<file path="src/rtl/i2s_tdm_clkgen.sv">
`default_nettype none
// ============================================================================
// Module   : i2s_tdm_clkgen
// Brief    : I2S / TDM bit-clock and frame-clock generator. Divides clk by a
//            runtime-programmable ratio to make BCLK, frames BCLK into
//            SLOTS slots of SLOT_BITS bits, and drives LRCLK either as a 50%
//            I2S word clock or as a one-BCLK DSP/TDM frame-sync pulse. Slot
//            and bit indices plus BCLK edge strobes are exported so that
//            serialisers need no counters of their own.
// Options  : `define I2S_TDM_CLKGEN_FRAMECNT_EN adds output frame_count[15:0],
//            a wrapping count of frame_start pulses.
// Revision : 1.0 - initial release
// ============================================================================
module i2s_tdm_clkgen #(
    parameter int DIV_WIDTH = 8,
    parameter int SLOT_BITS = 32,
    parameter int SLOTS     = 2
) (
    input  logic                                      clk,
    input  logic                                      rst,
    input  logic                                      enable,
    input  logic [DIV_WIDTH-1:0]                      div_half,
    input  logic                                      fs_mode,
    output logic                                      bclk,
    output logic                                      lrclk,
    output logic                                      bclk_rising,
    output logic                                      bclk_falling,
    output logic                                      frame_start,
    output logic [((SLOTS > 1) ? $clog2(SLOTS) : 1)-1:0] slot_idx,
    output logic [$clog2(SLOT_BITS)-1:0]              bit_idx,
    output logic                                      busy
`ifdef I2S_TDM_CLKGEN_FRAMECNT_EN
    ,
    output logic [15:0]                               frame_count
`endif
);

    localparam int c_slot_w = (SLOTS > 1) ? $clog2(SLOTS) : 1;
    localparam int c_bit_w  = $clog2(SLOT_BITS);

    localparam logic [c_slot_w-1:0]  c_slot_last = c_slot_w'(SLOTS - 1);
    localparam logic [c_slot_w-1:0]  c_slot_half = c_slot_w'(SLOTS / 2);
    localparam logic [c_slot_w-1:0]  c_slot_one  = c_slot_w'(1);
    localparam logic [c_bit_w-1:0]   c_bit_last  = c_bit_w'(SLOT_BITS - 1);
    localparam logic [c_bit_w-1:0]   c_bit_one   = c_bit_w'(1);
    localparam logic [DIV_WIDTH-1:0] c_div_one   = DIV_WIDTH'(1);

    // Controller states
    localparam logic [1:0] c_st_idle     = 2'd0;
    localparam logic [1:0] c_st_run      = 2'd1;
    localparam logic [1:0] c_st_stopping = 2'd2;

    logic [1:0]           r_state;
    logic [1:0]           w_state_next;

    logic [DIV_WIDTH-1:0] r_div_q;
    logic [DIV_WIDTH-1:0] r_half_cnt;
    logic                 r_bclk;
    logic                 r_lrclk;
    logic                 r_fs_mode;
    logic [c_slot_w-1:0]  r_slot_idx;
    logic [c_bit_w-1:0]   r_bit_idx;

    logic                 w_running;
    logic                 w_terminal;
    logic                 w_rise;
    logic                 w_fall;
    logic                 w_bit_last;
    logic                 w_slot_last;
    logic                 w_wrap;
    logic                 w_start_idle;
    logic                 w_wrap_keep;
    logic                 w_stop_done;
    logic                 w_frame_start;
    logic                 w_fs_eff;
    logic                 w_lr_next;
    logic [c_bit_w-1:0]   w_bit_next;
    logic [c_slot_w-1:0]  w_slot_next;
    logic [DIV_WIDTH-1:0] w_div_load;

    // Divider terminal count, index look-ahead and frame-boundary decode
    always_comb begin
        w_running    = (r_state != c_st_idle);
        w_terminal   = w_running && (r_half_cnt == (r_div_q - c_div_one));
        w_rise       = w_terminal && !r_bclk;
        w_fall       = w_terminal && r_bclk;
        w_bit_last   = (r_bit_idx == c_bit_last);
        w_slot_last  = (r_slot_idx == c_slot_last);
        w_wrap       = w_fall && w_bit_last && w_slot_last;
        w_start_idle = (r_state == c_st_idle) && enable;
        // A wrap starts a new frame unless we are stopping and nobody asked to continue
        w_wrap_keep  = w_wrap && ((r_state == c_st_run) || enable);
        w_stop_done  = w_wrap && (r_state == c_st_stopping) && !enable;
        w_div_load   = (div_half == '0) ? c_div_one : div_half;

        w_bit_next   = w_bit_last ? '0 : (r_bit_idx + c_bit_one);
        if (w_bit_last) begin
            w_slot_next = w_slot_last ? '0 : (r_slot_idx + c_slot_one);
        end else begin
            w_slot_next = r_slot_idx;
        end

        // fs_mode only takes effect at a frame boundary
        w_fs_eff = w_wrap_keep ? fs_mode : r_fs_mode;
        if (w_fs_eff) begin
            w_lr_next = (w_slot_next == '0) && (w_bit_next == '0);
        end else begin
            w_lr_next = (w_slot_next >= c_slot_half);
        end
    end

    // State register
    always_ff @(posedge clk) begin
        if (rst) begin
            r_state <= c_st_idle;
        end else begin
            r_state <= w_state_next;
        end
    end

    // Next-state logic and edge/frame strobes
    always_comb begin
        w_state_next  = r_state;
        bclk_rising   = w_rise;
        bclk_falling  = w_fall;
        w_frame_start = 1'b0;
        case (r_state)
            c_st_idle: begin
                if (enable) begin
                    w_state_next  = c_st_run;
                    w_frame_start = !rst;
                end
            end
            c_st_run: begin
                w_frame_start = w_wrap && !rst;
                if (!enable) begin
                    w_state_next = c_st_stopping;
                end
            end
            c_st_stopping: begin
                w_frame_start = w_wrap_keep && !rst;
                if (enable) begin
                    w_state_next = c_st_run;
                end else if (w_wrap) begin
                    w_state_next = c_st_idle;
                end
            end
            default: begin
                w_state_next = c_st_idle;
            end
        endcase
    end

    // Divider, BCLK, index counters and LRCLK
    always_ff @(posedge clk) begin
        if (rst) begin
            r_div_q    <= c_div_one;
            r_half_cnt <= '0;
            r_bclk     <= 1'b0;
            r_lrclk    <= 1'b0;
            r_fs_mode  <= 1'b0;
            r_slot_idx <= '0;
            r_bit_idx  <= '0;
        end else if (w_start_idle) begin
            // First frame: slot 0 bit 0, so LRCLK is the sync pulse in DSP mode
            // and the left-channel level (low) in I2S mode
            r_div_q    <= w_div_load;
            r_half_cnt <= '0;
            r_bclk     <= 1'b0;
            r_lrclk    <= fs_mode;
            r_fs_mode  <= fs_mode;
            r_slot_idx <= '0;
            r_bit_idx  <= '0;
        end else if (w_running) begin
            if (w_terminal) begin
                r_half_cnt <= '0;
                r_bclk     <= !r_bclk;
            end else begin
                r_half_cnt <= r_half_cnt + c_div_one;
            end

            if (w_fall) begin
                if (w_stop_done) begin
                    r_slot_idx <= '0;
                    r_bit_idx  <= '0;
                    r_lrclk    <= 1'b0;
                end else begin
                    r_slot_idx <= w_slot_next;
                    r_bit_idx  <= w_bit_next;
                    r_lrclk    <= w_lr_next;
                end
                // Ratio and mode are frame-constant; mid-frame changes wait for the wrap
                if (w_wrap_keep) begin
                    r_div_q   <= w_div_load;
                    r_fs_mode <= fs_mode;
                end
            end
        end
    end

`ifdef I2S_TDM_CLKGEN_FRAMECNT_EN
    logic [15:0] r_frame_count;

    // Frame counter: counts every frame_start, wraps naturally at 16 bits
    always_ff @(posedge clk) begin
        if (rst) begin
            r_frame_count <= '0;
        end else if (w_frame_start) begin
            r_frame_count <= r_frame_count + 16'd1;
        end
    end

    assign frame_count = r_frame_count;
`endif

    assign frame_start = w_frame_start;
    assign bclk        = r_bclk;
    assign lrclk       = r_lrclk;
    assign slot_idx    = r_slot_idx;
    assign bit_idx     = r_bit_idx;
    assign busy        = w_running;

endmodule
`default_nettype wire

</file>
<file path="config.mk">
export PLATFORM = sky130hd
export DESIGN_NAME = i2s_tdm_clkgen
export DESIGN_NICKNAME = d
export VERILOG_FILES = /design/src/rtl/i2s_tdm_clkgen.sv
export SDC_FILE = /design/constraint.sdc
export NUM_CORES = 1
export LEC_CHECK = 0
export CAP_MARGIN = 30
export CORE_MARGIN = 8
export CORE_UTILIZATION = 55
export CTS_BUF_LIST = sky130_fd_sc_hd__clkbuf_8
export CTS_CLUSTER_SIZE = 14
export DETAILED_ROUTE_END_ITERATION = 8
export PLACE_DENSITY = 0.8
export SLEW_MARGIN = 20
export SYNTH_ARGS = -nofsm -noshare
export SYNTH_HDL_FRONTEND = slang
export SYNTH_SLANG_ARGS = --single-unit
</file>
<file path="constraint.sdc">
create_clock -name clk -period 5.5 [get_ports clk]
set_input_delay 1.1 -clock clk [delete_from_list [all_inputs] [get_ports clk]]
set_output_delay 1.1 -clock clk [all_outputs]
set_load 0.005 [all_outputs]
</file>
==> results of run 1 <==
-- synth_stat cells, drive strengths merged, types with 6 or more instances --
cell and n:
a21oi 8, buf 7, dfxtp 27, ha 9
inv 9, mux2i 12, nand2 11, nand2b 19
nor2 26, nor3 6, xnor2 9, xor2 7
-- per-stage QoR --
step	area, sq um	power, W	hold slack, ns	utilization
after global placement	2080	0.000299	0.478	0.637
final	2120	0.000412	0.498	0.651
after CTS	2120	0.000417	0.506	0.651
after detailed placement	2080	0.000300	0.492	0.637
after floorplan	1830	0.000274	0.463	-
after global routing	2120	0.000431	0.536	0.651
-- path summary, 6_finish.rpt --
check	start	endpoint	slack, ns	cells after the start
hold reg to reg	r_div_q[7]$_SDFFE_PP0P_	r_div_q[7]$_SDFFE_PP0P_	0.50	2
hold / removal	r_div_q[7]$_SDFFE_PP0P_	r_div_q[7]$_SDFFE_PP0P_	0.50	2
setup reg to reg	r_div_q[0]$_SDFFE_PP1P_	r_state[1]$_SDFFE_PP0P_	2.76	9
setup / recovery	r_div_q[0]$_SDFFE_PP1P_	frame_start	0.95	10
-- where the power goes --
part           switching (W)  internal (W)  total [W]
combinational      0.0000419     0.0000406  0.0000825
sequential         0.0000107      0.000203   0.000214
clock              0.0000650     0.0000509   0.000116
total               0.000118      0.000294   0.000412
-- routing by layer --
layer / GRT usage / wire (um) / up-vias
li1: - / - / 797
met1: 0.171 / 1830 / 744
met2: 0.261 / 1880 / 28
met3: 0.0327 / 143 / 4
met4: 0.0200 / 20 / 0
met5: 0 / 0 / -
-- kinds of logic after synthesis --
group,synth area share
adder cells (fa/ha/maj),0.0616
buffers and inverters,0.0527
AND/OR/NAND/NOR,0.273
AO/OA/AOI/OAI,0.175
flip-flops,0.296
XOR/XNOR,0.0767
multiplexers,0.0657
-- registers in the layout, summed over array words and instances (netlist names) --
name,flops
r_half_cnt,8
slot_idx,1
lrclk,1
r_fs_mode,1
bit_idx,5
r_div_q,8
bclk,1
r_state,2
-- placed cells by master, fill, tap and decap left out, types with 5 or more instances in the layout --
cell / synthesis / layout
nor3_1: 6 / 6
xor2_1: 7 / 7
inv_1: 9 / 9
nor2_1: 25 / 25
clkdlybuf4s50_1: 0 / 23
ha_1: 9 / 9
nand2_1: 11 / 11
o21ai_0: 5 / 5
a21oi_1: 8 / 8
xnor2_1: 9 / 9
nand2b_1: 19 / 19
dfxtp_1: 27 / 27
mux2i_1: 12 / 12
-- area by class of cell --
type / count / area, sq um
Clock inverter: 1 / 5.00
Sequential cell: 27 / 541
Fill cell: 316 / 1140
Tap cell: 46 / 57.6
Clock buffer: 3 / 41.3
Inverter: 9 / 33.8
Multi-Input combinational cell: 169 / 1190
Timing Repair Buffer: 26 / 253
-- worst register-to-register path: stages (launching register included) --
cell	delay, ns
dfxtp_1	0.37
inv_1	0.08
ha_1	0.22
or3b_2	0.49
o31a_1	0.25
o211ai_1	0.34
a2111oi_4	0.09
buf_4	0.23
a2111oi_0	0.43
o21bai_1	0.17
==> results.ini, run 1 <==
[run_status]
outcome = finished, final reports clean

[worst_setup_path]
crit_buf_inv = 3
start_kind = register
slowest_delay_ns = 0.55
required_ns = 4.40
slowest_stage = clkdlybuf4s50_1
crit_type = reg -> out
path_cells = inv_1 -> ha_1 -> or3b_2 -> nor4_1 -> o211ai_1 -> a2111oi_4 -> buf_4 -> o2111ai_1 -> a211oi_1 -> clkdlybuf4s50_1
cp_top_family = compound AO/OA/AOI/OAI gates
endpoint_kind = primary output
critPathMaxFanout = 16
crit_arrival_ns = 3.45

[floorplan]
initial_utilization = 0.561
die_width_um = 73.7
die_area_sq_um = 5420
die_h_um = 73.7
num_rows = 21
core_sq_um = 3260
io-pin-count = 24

[run]
maxCapViolations = 0

[place]
place_hpwl_um = 2880
place_inst = 277
io_buffer_count = 23
preCtsSetupSlack_ns = 1.30
routabilityCongestion = 0.886

[cts]
clk_pin_slew_ns = 0.10
cts_resized = 0
cts_tree = built
clock_path_buffers = 2
cts-htree-levels = 1
clock_latency_ns = 0.28
post-cts-setup-buffers = 0
cts_made_buffers = 3
root_buffer = clkbuf_8
cts.sinks = 27
holdBufCountCts = 0

[detailed_routing]
drt-vias-per-instance = 5.60
wl_per_cell_um = 13.8
routed_wl_um = 3880
route.detailed.drc = 0
dr.pass1.iters = 4
drtAntennaViolNets = 0
vias = 1573
first_iter_violations = 109

[sta]
rsz0062_at_grt = false
hold_viol = 0
clock.fmax_ghz = 0.220
min_period_ns = 4.55
setup_violations = 0
fin_ws_ns = 0.954
timing.final.crit_share = 0.827
worst_pin_slew_ns = 0.637
setup_tns_ns = 0
skew_ns = 0.00378
slew_headroom = 0.572
slew_violations = 0

[power_and_ir_drop]
p_leak_nw = 0.784
powerDensity_nw_per_um2 = 194
ir_worst_vdd_uv = 154

[logic_synthesis]
synth-main-ff-cell = dfxtp_1
async_flop_share = 0
synth_edf_count = 0
ys_warn_count = 0
netlist.area_leader.share = 0.296
synth_cells = 215
synth_top_area_cell = dfxtp_1
netlist_area_sq_um = 1830
yosys-top-cells-area = dfxtp_1, mux2i_1, nand2b_1
yosysUniqueCellTypes = 52
avgSynthCellArea_sq_um = 8.50
ys_seq_area_frac = 0.296
synth_nets = 236
ys_ff_latch = 27

[cells_and_area]
diodes = 0
nets = 257
drive_above_1_share = 0.0766
syn_to_final_growth_pct = 16.1
layoutNonFillerInstCount = 281

[global_route]
grt_use_total = 0.145
grt_max_degree = 27
grt_pass1_vias = 1446
antenna_found_initial = 0
grt.overflow.total = 0
grt_pass1_wl_um = 6310

[min_path]
min_path_type = reg -> reg

Note: power is estimated with default switching activity, not from simulation.
==> run 2: changes to the inputs <==
Settings changed: CORE_UTILIZATION 55 to 51, PLACE_DENSITY 0.8 to 0.78.
Clock period 5.5 ns to 3.8 ns, I/O delays scaled along.
==> run 2 against run 1 <==
Compared with the run above: die area grew 6.1%; core utilization down 0.38 points; clock skew shrank 0.0012 ns; clock power rose by 42%; clock-buffer cell count unchanged; largest cell class unchanged; setup slack got worse by 0.78 ns; combinational power increased by 55%.
==> results.ini, run 2 (synthesis gave the netlist of run 1 again) <==
[min_path]
min_path_type = reg -> reg  ; unchanged
holdPathStages = 2  ; unchanged
holdCritStartpoint = r_div_q[7]$_SDFFE_PP0P_  ; unchanged
hold_end = r_div_q[7]$_SDFFE_PP0P_  ; unchanged

[run_status]
outcome = finished, final reports clean  ; unchanged

[floorplan]
die_width_um = 75.9  ; was 73.7 um
die_h_um = 75.9  ; was 73.7 um
die_area_sq_um = 5760  ; was 5420 sq um
io-pin-count = 24  ; unchanged
core_sq_um = 3390  ; was 3260 sq um
num_rows = 21  ; unchanged
initial_utilization = 0.539  ; was 0.561

[cells_and_area]
final_cell_mix = dfxtp_1, nor2_1, clkdlybuf4s50_1  ; unchanged
multi_input_area_sq_um = 1220  ; was 1190 sq um
nets = 263  ; was 257
drive_above_1_share = 0.104  ; was 0.0766
diodes = 0  ; unchanged
layout_commonest_cell = dfxtp_1  ; unchanged
regArea_sq_um = 541  ; unchanged
syn_to_final_growth_pct = 20.1  ; was 16.1%
fillers = 282  ; was 316

[global_route]
antenna_found_initial = 0  ; unchanged
grtUsageMet1 = 0.170  ; was 0.171
grt_use_total = 0.153  ; was 0.145
grt_pass1_vias = 1552  ; was 1446
globalRouteMet2Util = 0.266  ; was 0.261
grt_max_degree = 26  ; was 27
top_usage_layer = met2  ; unchanged
grt_pass1_wl_um = 6890  ; was 6310 um
grt.overflow.total = 0  ; unchanged
grt_use_met3 = 0.0461  ; was 0.0327

[run]
maxCapViolations = 0  ; unchanged

[detailed_routing]
wl_per_cell_um = 14.0  ; was 13.8 um
drt-vias-per-instance = 5.50  ; was 5.60
route.detailed.drc = 0  ; unchanged
routed_wl_um = 4030  ; was 3880 um
drtAntennaViolNets = 0  ; unchanged
dr.pass1.iters = 4  ; unchanged
vias = 1579  ; was 1573
first_iter_violations = 94  ; was 109

[worst_setup_path]
start_kind = register  ; unchanged
cp_top_family = buffers and inverters  ; was compound AO/OA/AOI/OAI gates
r2r-start = r_div_q[0]$_SDFFE_PP1P_  ; unchanged
crit_arrival_ns = 2.86  ; was 3.45 ns
endpoint_kind = primary output  ; unchanged
path_cells = inv_1 -> ha_1 -> or3b_4 -> o31a_1 -> o211ai_1 -> buf_4 -> a211oi_4 -> and2_1 -> clkdlybuf4s50_1  ; was inv_1 -> ha_1 -> or3b_2 -> nor4_1 -> o211ai_1 -> a2111oi_4 -> buf_4 -> o2111ai_1 -> a211oi_1 -> clkdlybuf4s50_1
worstRegToRegCells = 11  ; was 9
slowest_delay_ns = 0.45  ; was 0.55 ns
r2r_end = r_div_q[2]$_SDFFE_PP0P_  ; was r_state[1]$_SDFFE_PP0P_
critPathMaxFanout = 6  ; was 16
required_ns = 3.04  ; was 4.40 ns
crit_type = reg -> out  ; unchanged
crit_buf_inv = 3  ; unchanged
slowest_stage = clkdlybuf4s50_1  ; unchanged
reg2reg_slack_ns = 1.00  ; was 2.76 ns

[place]
routabilityCongestion = 0.873  ; was 0.886
preCtsSetupSlack_ns = 0.222  ; was 1.30 ns
io_buffer_count = 23  ; unchanged
place_hpwl_um = 2900  ; was 2880 um

[sta]
setup_violations = 0  ; unchanged
fin_ws_ns = 0.175  ; was 0.954 ns
min_period_ns = 3.62
setup_tns_ns = 0  ; unchanged
hold_viol = 0  ; unchanged
slew_violations = 0  ; unchanged
worst_pin_slew_ns = 0.762  ; was 0.637 ns
rsz0062_at_grt = false  ; unchanged
clock.fmax_ghz = 0.276
slew_headroom = 0.488  ; was 0.572
timing.final.crit_share = 0.954
skew_ns = 0.00255  ; was 0.00378 ns

[cts]
clock_path_buffers = 2  ; unchanged
cts_tree = built  ; unchanged
clk_pin_slew_ns = 0.09  ; was 0.10 ns
cts.sinks = 27  ; unchanged
cts_made_buffers = 3  ; unchanged
holdBufCountCts = 0  ; unchanged
root_buffer = clkbuf_8  ; unchanged
cts-htree-levels = 1  ; unchanged
clock_latency_ns = 0.27  ; was 0.28 ns

[power_and_ir_drop]
p_leak_nw = 0.821  ; was 0.784 nW
ir_worst_vdd_uv = 165  ; was 154 uV
finalPower_w = 0.000603  ; was 0.000412 W
powerDensity_nw_per_um2 = 275  ; was 194 nW/um^2

## run 2: what timing repair did
item | in CTS | in global routing
buffers inserted | 1 | 3
pin swaps | 1 | 3
endpoints found under the setup margin | 2 | 3
resized for setup | 3 | 3
## run 2: worst max path at each step
stage	end	slack [ns]	start	depth (start not counted)
3_3_place_gp	frame_start	0.20	r_div_q[0]$_SDFFE_PP1P_	9
6_report	bclk_rising	0.18	r_div_q[0]$_SDFFE_PP1P_	9
3_5_place_dp	frame_start	0.22	r_div_q[0]$_SDFFE_PP1P_	9
5_1_grt	bclk_rising	0.04	r_div_q[0]$_SDFFE_PP1P_	9
4_1_cts	bclk_rising	0.01	r_div_q[0]$_SDFFE_PP1P_	9
2_1_floorplan	frame_start	0.71	r_div_q[0]$_SDFFE_PP1P_	8
## run 2: final cells by class
| cell class | instances | area share |
|---|---|---|
| tap | 46 | 0.0262 |
| timing repair buffer | 32 | 0.137 |
| clock buffer | 3 | 0.0188 |
| multi-input combinational | 169 | 0.554 |
| clock inverter | 1 | 0.00228 |
| inverter | 9 | 0.0154 |
| sequential | 27 | 0.246 |
## run 2: metrics by stage
stage	hold slack [ns]	instance area, sq um	std cells	utilization
final	0.499	2190	287	0.647
after global routing	0.536	2190	287	0.647
after CTS	0.504	2160	284	0.636
after detailed placement	0.484	2090	279	0.617
after global placement	0.485	2090	279	0.617
after floorplan	0.463	1830	215	-
## run 2: where the power goes
group,internal (W),switching [W]
clock network,0.0000735,0.0000912
logic,0.0000634,0.0000646
registers,0.000294,0.0000167
## run 2: metal layers
metal | share of wire | up-vias | routed length [um]
met5 | 0 | - | 0
met4 | 0.017 | 0 | 68
met3 | 0.053 | 6 | 215
met2 | 0.50 | 33 | 2000
li1 | - | 813 | -
met1 | 0.43 | 727 | 1750
## run 2: tightest hold or removal path, cell delays in order, from the launching register on
cell and delay (ns):
dfxtp_1 0.33, nand2b_1 0.07, mux2i_1 0.06
==> run 3: changes to the inputs <==
Settings changed: CORE_UTILIZATION 51 to 55, DONT_BUFFER_PORTS from default to 1, PLACE_DENSITY 0.78 to 0.73, SKIP_LAST_GASP from default to 1.
==> run 3 against run 2 <==
Compared with the run above: sequential share of layout area up 4.0 points; first-iteration DRC count fell by 18%; non-clock buffer count is 29 lower; largest cell class unchanged; die area is 5.8% lower; setup slack better by 0.076 ns; routed wire length is 0.20% higher; critical path type unchanged.
==> results.ini, run 3 (synthesis gave the netlist of run 1 again) <==
[worst_setup_path]
endpoint_kind = primary output  ; unchanged
slowest_stage = or3b_2  ; was clkdlybuf4s50_1
crit_arrival_ns = 2.79  ; was 2.86 ns
path_cells = inv_1 -> ha_1 -> or3b_2 -> nor4_1 -> o211ai_1 -> a2111oi_4 -> o2111ai_1 -> a211oi_1  ; was inv_1 -> ha_1 -> or3b_4 -> o31a_1 -> o211ai_1 -> buf_4 -> a211oi_4 -> and2_1 -> clkdlybuf4s50_1
reg2reg_slack_ns = 0.98  ; was 1.00 ns
start_kind = register  ; unchanged
crit_type = reg -> out  ; unchanged
critPathMaxFanout = 6  ; unchanged
slowest_delay_ns = 0.50  ; was 0.45 ns
required_ns = 3.04  ; about the same
worstRegToRegCells = 9  ; was 11

[power_and_ir_drop]
powerDensity_nw_per_um2 = 300  ; was 275 nW/um^2
ir_worst_vdd_uv = 161  ; was 165 uV
clkPwrFrac = 0.283  ; was 0.273
p_int_w = 0.000410  ; was 0.000430 W
p_leak_nw = 0.700  ; was 0.821 nW
finalPower_w = 0.000567  ; was 0.000603 W
comb_power_share = 0.170  ; was 0.212
p_seq_frac = 0.546  ; was 0.515
swShare = 0.277  ; was 0.286
p_switching_w = 0.000157  ; was 0.000172 W

[sta]
setup_violations = 0  ; unchanged
clock.fmax_ghz = 0.282  ; was 0.276 GHz
worst_pin_slew_ns = 0.577  ; was 0.762 ns
slew_headroom = 0.613  ; was 0.488
hold_viol = 0  ; unchanged
skew_ns = 0.00647  ; was 0.00255 ns
min_period_ns = 3.55  ; was 3.62 ns
timing.final.crit_share = 0.934  ; was 0.954
rsz0062_at_grt = false  ; unchanged
setup_tns_ns = 0  ; unchanged
holdWs_ns = 0.498  ; was 0.499 ns
slew_violations = 0  ; unchanged

[min_path]
holdPathStages = 2  ; unchanged
min_path_type = reg -> reg  ; unchanged

[cells_and_area]
drive_above_1_share = 0.0802  ; was 0.104
final_cell_mix = dfxtp_1, nor2_1, nand2b_1  ; was dfxtp_1, nor2_1, clkdlybuf4s50_1
diodes = 0  ; unchanged
layout_commonest_cell = dfxtp_1  ; unchanged
nets = 234  ; was 263
fillers = 316  ; was 282
regArea_sq_um = 541  ; unchanged
syn_to_final_growth_pct = 3.42  ; was 20.1%
layoutNonFillerInstCount = 258  ; was 287
multi_input_area_sq_um = 1190  ; was 1220 sq um
final_cell_area_sq_um = 1890  ; was 2190 sq um

[cts]
clock_latency_ns = 0.27  ; about the same
cts_resized = 0  ; was 3
clock_path_buffers = 2  ; unchanged
cts.sinks = 27  ; unchanged
cts_tree = built  ; unchanged
cts-htree-levels = 1  ; unchanged
holdBufCountCts = 0  ; unchanged
post-cts-setup-buffers = 0  ; was 1
clk_pin_slew_ns = 0.10  ; was 0.09 ns
root_buffer = clkbuf_8  ; unchanged
cts_made_buffers = 3  ; unchanged

[global_route]
antenna_found_initial = 0  ; unchanged
grt_max_degree = 27  ; was 26
grt_pass1_vias = 1445  ; was 1552
grt_use_total = 0.154  ; was 0.153
grt.overflow.total = 0  ; unchanged
grt_pass1_wl_um = 6570  ; was 6890 um

[detailed_routing]
drtAntennaViolNets = 0  ; unchanged
vias = 1508  ; was 1579
drt-vias-per-instance = 5.84  ; was 5.50
route.detailed.drc = 0  ; unchanged
wl_per_cell_um = 15.7  ; was 14.0 um
routed_wl_um = 4040  ; was 4030 um
first_iter_violations = 77  ; was 94
dr.pass1.iters = 4  ; unchanged

[run_status]
outcome = finished, final reports clean  ; unchanged

[place]
io_buffer_count = 0  ; was 23
place_hpwl_um = 3110  ; was 2900 um
postPlaceCellArea_sq_um = 1850  ; was 2090 sq um
routabilityCongestion = 0.881  ; was 0.873
place_inst = 254  ; was 279

[floorplan]
die_width_um = 73.7  ; was 75.9 um
io-pin-count = 24  ; unchanged
num_rows = 21  ; unchanged
die_area_sq_um = 5420  ; was 5760 sq um
core_sq_um = 3260  ; was 3390 sq um
die_h_um = 73.7  ; was 75.9 um
initial_utilization = 0.561  ; was 0.539

[run]
maxCapViolations = 0  ; unchanged

## run 3: cell type report
cell class,instances,area share
multi-input combinational,169,0.630
clock inverter,1,0.00199
clock buffer,3,0.0218
sequential,27,0.286
inverter,9,0.0179
tap,46,0.0304
timing repair buffer,3,0.0119
## run 3: layer usage
metal  up-vias  part of all wire  GRT usage
li1        758                 -          -
met1       709              0.43      0.166
met2        31              0.49      0.266
met3        10             0.052     0.0409
met4         0             0.027     0.0798
met5         -                 0          0
## run 3: through the flow
step	worst slack [ns]	utilization
6_report	0.251	0.580
2_1_floorplan	0.707	-
5_1_grt	0.00428	0.580
3_3_place_gp	0.677	0.566
4_1_cts	0.251	0.580
3_5_place_dp	0.582	0.566
## run 3: worst paths after layout
check                                        startpoint                       to
worst min-delay path            r_div_q[7]$_SDFFE_PP0P_  r_div_q[7]$_SDFFE_PP0P_
worst min register to register  r_div_q[7]$_SDFFE_PP0P_  r_div_q[7]$_SDFFE_PP0P_
worst max-delay path            r_div_q[0]$_SDFFE_PP1P_              frame_start
worst max register to register  bit_idx[0]$_SDFFE_PP0P_       lrclk$_SDFFE_PP0P_
## run 3: power by group through the flow
stage / registers (W) / logic [W] / clock network [W]
floorplan: 0.000310 / 0.0000872 / 0
global placement: 0.000315 / 0.0000921 / 0
detailed placement: 0.000316 / 0.0000962 / 0
CTS: 0.000309 / 0.0000965 / 0.000170
global route: 0.000311 / 0.000107 / 0.000179
finish: 0.000310 / 0.0000965 / 0.000161
## run 3: critical path: cells and delay by family, from the launching register on
family,cells,cell delay (ns)
AOI/OAI and AO/OA,4,1.14
adders and majority gates,1,0.23
buffers and inverters,1,0.09
DFF,1,0.38
and+or+nand+nor,2,0.68
